--- src/rtl/inst_loader.sv ---
// Boot loader: assembles little-endian 32-bit words from a byte stream and writes them
// through the fetcher load port. Optional trailing XOR checksum: INST_LOADER_CHECKSUM_EN.

// One byte lane of the partial word being assembled.
module inst_loader_lane (
  input  logic       clk,
  input  logic       rst,
  input  logic       clr,
  input  logic       we,
  input  logic [7:0] din,
  output logic [7:0] q
);
  always_ff @(posedge clk) begin
    if (!rst || clr) q <= 8'h00;
    else if (we)     q <= din;
  end
endmodule

module inst_loader #(
  parameter int unsigned MAX_WORDS = 256,
  parameter int unsigned LEN_W     = 16
) (
  input  logic             clk,
  input  logic             rst,
  input  logic             start,
  input  logic [LEN_W-1:0] len,
  input  logic             byte_valid,
  input  logic [7:0]       byte_data,
  output logic             byte_ready,
  output logic             load,
  output logic [31:0]      load_addr,
  output logic [31:0]      load_inst,
  output logic             core_hold,
  output logic             done,
  output logic             error
);
  localparam logic [2:0] S_IDLE  = 3'd0;
  localparam logic [2:0] S_RECV  = 3'd1;
  localparam logic [2:0] S_WRITE = 3'd2;
`ifdef INST_LOADER_CHECKSUM_EN
  localparam logic [2:0] S_CHECK = 3'd3;
`endif
  localparam logic [2:0] S_DONE  = 3'd4;
  localparam logic [2:0] S_ERR   = 3'd5;

  // Lanes 0..2 are buffered; lane 3 is taken straight off the bus on the last transfer.
  localparam int NUM_LANES = 3;

  logic [2:0]       state;
  logic [LEN_W-1:0] len_q;
  logic [LEN_W-1:0] word_cnt;
  logic [1:0]       byte_idx;
  logic [NUM_LANES-1:0][7:0] part;
`ifdef INST_LOADER_CHECKSUM_EN
  logic [7:0]       csum;
`endif

  logic start_ok;
  logic len_zero;
  logic len_big;
  logic accept;
  logic recv_xfer;
  logic last_word;

  assign start_ok  = start && (state == S_IDLE || state == S_DONE || state == S_ERR);
  assign len_zero  = (len == '0);
  assign len_big   = 64'(len) > 64'(MAX_WORDS);
  assign accept    = start_ok && !len_zero && !len_big;
  assign recv_xfer = (state == S_RECV) && byte_valid;
  assign last_word = (LEN_W'(word_cnt + 1'b1) == len_q);

  // Outputs decode the registered state only; no path from byte_valid to byte_ready.
`ifdef INST_LOADER_CHECKSUM_EN
  assign byte_ready = (state == S_RECV) || (state == S_CHECK);
`else
  assign byte_ready = (state == S_RECV);
`endif
  assign load      = (state == S_WRITE);
  assign core_hold = (state != S_DONE);
  assign done      = (state == S_DONE);
  assign error     = (state == S_ERR);

  for (genvar i = 0; i < NUM_LANES; i++) begin : g_lane
    inst_loader_lane u_lane (
      .clk (clk),
      .rst (rst),
      .clr (accept),
      .we  (recv_xfer && (byte_idx == 2'(i))),
      .din (byte_data),
      .q   (part[i])
    );
  end

  always_ff @(posedge clk) begin
    if (!rst) begin
      state     <= S_IDLE;
      len_q     <= '0;
      word_cnt  <= '0;
      byte_idx  <= 2'd0;
      load_addr <= 32'h0;
      load_inst <= 32'h0;
`ifdef INST_LOADER_CHECKSUM_EN
      csum      <= 8'h00;
`endif
    end else begin
      case (state)
        S_IDLE, S_DONE, S_ERR: begin
          if (start_ok) begin
            if (len_zero)     state <= S_DONE;
            else if (len_big) state <= S_ERR;
            else begin
              len_q    <= len;
              word_cnt <= '0;
              byte_idx <= 2'd0;
`ifdef INST_LOADER_CHECKSUM_EN
              csum     <= 8'h00;
`endif
              state    <= S_RECV;
            end
          end
        end
        S_RECV: begin
          if (byte_valid) begin
            byte_idx <= byte_idx + 2'd1;
`ifdef INST_LOADER_CHECKSUM_EN
            csum     <= csum ^ byte_data;
`endif
            if (byte_idx == 2'd3) begin
              load_inst <= {byte_data, part[2], part[1], part[0]};
              load_addr <= 32'({word_cnt, 2'b00});
              state     <= S_WRITE;
            end
          end
        end
        S_WRITE: begin
          word_cnt <= word_cnt + 1'b1;
`ifdef INST_LOADER_CHECKSUM_EN
          state    <= last_word ? S_CHECK : S_RECV;
`else
          state    <= last_word ? S_DONE : S_RECV;
`endif
        end
`ifdef INST_LOADER_CHECKSUM_EN
        S_CHECK: begin
          if (byte_valid) state <= (byte_data == csum) ? S_DONE : S_ERR;
        end
`endif
        default: state <= S_IDLE;
      endcase
    end
  end
endmodule

--- config.mk ---
export PLATFORM = sky130hd
export DESIGN_NAME = inst_loader
export DESIGN_NICKNAME = d
export VERILOG_FILES = /design/src/rtl/inst_loader.sv
export SDC_FILE = /design/constraint.sdc
export NUM_CORES = 1
export LEC_CHECK = 0
export ABC_AREA = 1
export CAP_MARGIN = 0
export CORE_UTILIZATION = 28
export DETAILED_ROUTE_END_ITERATION = 8
export GPL_TIMING_DRIVEN = 0
export MAX_ROUTING_LAYER = met4
export PLACE_DENSITY = 0.5
export SYNTH_ARGS = -nofsm -noshare
export SYNTH_HDL_FRONTEND = slang
export SYNTH_SLANG_ARGS = --single-unit
--- constraint.sdc ---
create_clock -name clk -period 1.9 [get_ports clk]
set_input_delay 0.19 -clock clk [delete_from_list [all_inputs] [get_ports clk]]
set_output_delay 0.19 -clock clk [all_outputs]
set_load 0.05 [all_outputs]
==> impl_metrics.tcl <==
set metrics [dict create \
    maxSlewViolCount 0 \
    yosysTopAreaCell "dfxtp_1" \
    yosysMostFrequentCell "nand2_1" \
    status "complete, but fails checks" \
    routabilityCongestion 0.790 \
    rsz0062_at_grt "true" \
    via_count 4885 \
    yosys_warnings 0 \
    clock-sinks 109 \
    synth.distinct_cells 38 \
    numCtsBuffers 9 \
    r2r-end "state[2]" \
    min_from "load_inst[1]" \
    grt_start_max_net_pins 21 \
    place_area_mm2 0.00618 \
    synth_cells 713 \
    syn2layout_area_growth_pct 35.7 \
    critPathMaxFanout 6 \
    grt-ovfl-total 0 \
    start_kind "register" \
    netlist_top_cells_count "nand2_1, dfxtp_1, nand3_1" \
    period_minus_slack_ps 1970 \
    drv_cap 0 \
    min_to "load_inst[1]" \
    grt_antenna_before_repair 0 \
    ant_nets 0 \
    cts_hold_buf 0 \
    drive_above_1_share_pct 16.5 \
    finalHoldViolCount 0 \
    synth_edf_count 0 \
    fin_crit_sh_pct 104 \
    setup_ws_ps -71.8 \
    dr.pass1.iters 5 \
    cts_root_buf "clkbuf_16" \
    cts_tree "yes" \
    nets 870 \
    cts_buffer_depth 2 \
    grt_pass1_wl_um 23900 \
    fp.dieH_um 136 \
    slew_headroom_pct 55.0 \
    reg2regPathDepth 15 \
    dp_hpwl_um 10800 \
    n_antenna_cell 0 \
    utilization_pct 39.3 \
    core_mm2 0.0174 \
    synth.area.top_cells "dfxtp_1, nand2_1, nand3_1" \
    synth_area_mm2 0.00504 \
    die_x_um 136 \
    fin_worst_skew_ps 8.88 \
    worstPathArrival_ps 2250 \
    remaining_drc_errors 0 \
    holdWs_ps 463 \
    crit_type "reg2reg" \
    htree_levels 3 \
    synth-seq-cells 109 \
    port_buffers 80 \
    finalSetupViolations 3 \
    power_density_mw_per_mm2 713 \
    crit_path_end_kind "register" \
    synth_top_area_share_pct 43.3 \
    finalPower_uw 4880 \
    reg2reg_from "word_cnt[0]" \
    worstMarginPinSlew_ps 675 \
    rrSetupSlack_ps -70 \
    start_util_pct 28.9 \
    die_area_mm2 0.0185 \
    drt-total-wl_um 14700 \
    std_cell_rows 48 \
    p_leak_uw 0.00250 \
    required_ps 2180 \
    drt_first_iter_violations 299 \
    finalNonFillerCells 1067 \
    synth-async-reset-ratio_pct 0 \
    hold_depth 2 \
    ir_drop_mv 0.426 \
    ys_seq_area_share_pct 43.3 \
    avgSynthCellArea_um2 7.07 \
    grt_pass1_vias 4585 \
    insertion_delay_ps 360 \
    violations "setup timing" \
    fmax_mhz 507 \
    fin_area_mm2 0.00684 \
    hp-class "reg2reg" \
    fillCellCount 1919 \
    io_pins 97 \
    routedWlPerCell_um 13.8 \
    path_clk_slew_ps 80 \
    post-place-cells 1033 \
    ys_dominant_reg_cell "dfxtp_1" \
    grt_use_total_pct 17.1 \
    vias_per_cell 4.58 \
]
## per-stage QoR
step           TNS [ps]  setup slack, ps
3_3_place_gp     -25890             -665
6_report           -183            -71.8
4_1_cts           -24.9            -24.9
3_5_place_dp     -27780             -657
5_1_grt            -859             -198
2_1_floorplan         0             56.6
## placed cells by master, fill, tap and decap left out, types with 8 or more instances in the layout
cell / Yosys / layout
nand2_1: 182 / 167
nand3_1: 106 / 101
a21oi_1: 100 / 97
dfxtp_1: 109 / 97
clkdlybuf4s50_1: 0 / 74
nor2_1: 54 / 48
inv_1: 43 / 42
buf_4: 16 / 33
clkbuf_1: 27 / 17
nand2_2: 4 / 17
conb_1: 1 / 16
nand4_1: 10 / 10
o21ai_0: 10 / 10
clkbuf_16: 0 / 9
buf_2: 9 / 8
dfxtp_2: 0 / 8
## state kept, by name (all words and copies together), names as in the netlist
name and cells:
word_cnt 16, g_lane.u_lane.q 24, byte_idx 2, state 3, len_q 16, load_inst 32, load_addr 16
## where the power goes
group / internal, uW / switching (uW)
registers: 2320 / 40.9
logic: 202 / 452
clock network: 923 / 944
total: 3440 / 1440
## kinds of logic (layout without fill, tap and decap cells)
family / count (synthesis) / after routing / share of synthesized area [%]
other: 1 / 16 / 0.0744
adders and majority gates: 5 / 5 / 1.24
AOI/OAI and AO/OA: 120 / 120 / 12.4
buffers and inverters: 99 / 213 / 8.81
DFF: 109 / 109 / 43.3
xor gates and xnor gates: 2 / 2 / 0.621
and+or+nand+nor: 377 / 377 / 33.5
## layout make-up
cell class | count | area [um^2] | share of cell area (%)
inverters | 46 | 174 | 2.54
flip-flops and latches | 109 | 2210 | 32.3
multi-input cells | 520 | 2630 | 38.5
clock inverters | 7 | 67.6 | 0.988
clock buffers | 9 | 225 | 3.29
repair buffers | 99 | 951 | 13.9
plain buffers | 52 | 302 | 4.41
well taps | 225 | 282 | 4.11
## worst max path at each step
stage,cells past startpoint,to,slack (ps),from
4_1_cts,15,state[2],-20,word_cnt[0]
6_report,15,state[2],-70,word_cnt[0]
5_1_grt,14,state[2],-200,word_cnt[0]
2_1_floorplan,2,error,60,state[2]
3_3_place_gp,4,load,-670,state[1]
3_5_place_dp,4,load,-660,state[1]
## routing by layer
layer  vias up  track usage, %  wire length [um]
li1       2582               -                 -
met1      2204            23.7              7510
met2        88            25.4              6470
met3        11            2.05               564
met4         0            5.93               188
met5         -               -                 0
## worst max-delay path: stages, from the launching register on
cell	delay [ps]
dfxtp_4	380
ha_4	160
nand2_4	60
nor2_4	240
nand2_2	100
nand3_1	70
nand2_1	80
inv_1	60
nand2_1	40
nor2_1	120
nand3_1	110
nor2_2	110
nand3_1	100
nand2_1	90
nand2_2	50
a21oi_2	130
## repair_timing
action	4_1_cts	5_1_grt
setup endpoints to repair	91	94
buffers inserted	11	7
gates resized for setup	47	56
pin swaps	13	23
gates cloned	0	1
endpoints found under the hold margin	0	0
No activity file was read; power rests on OpenSTA's default activity.
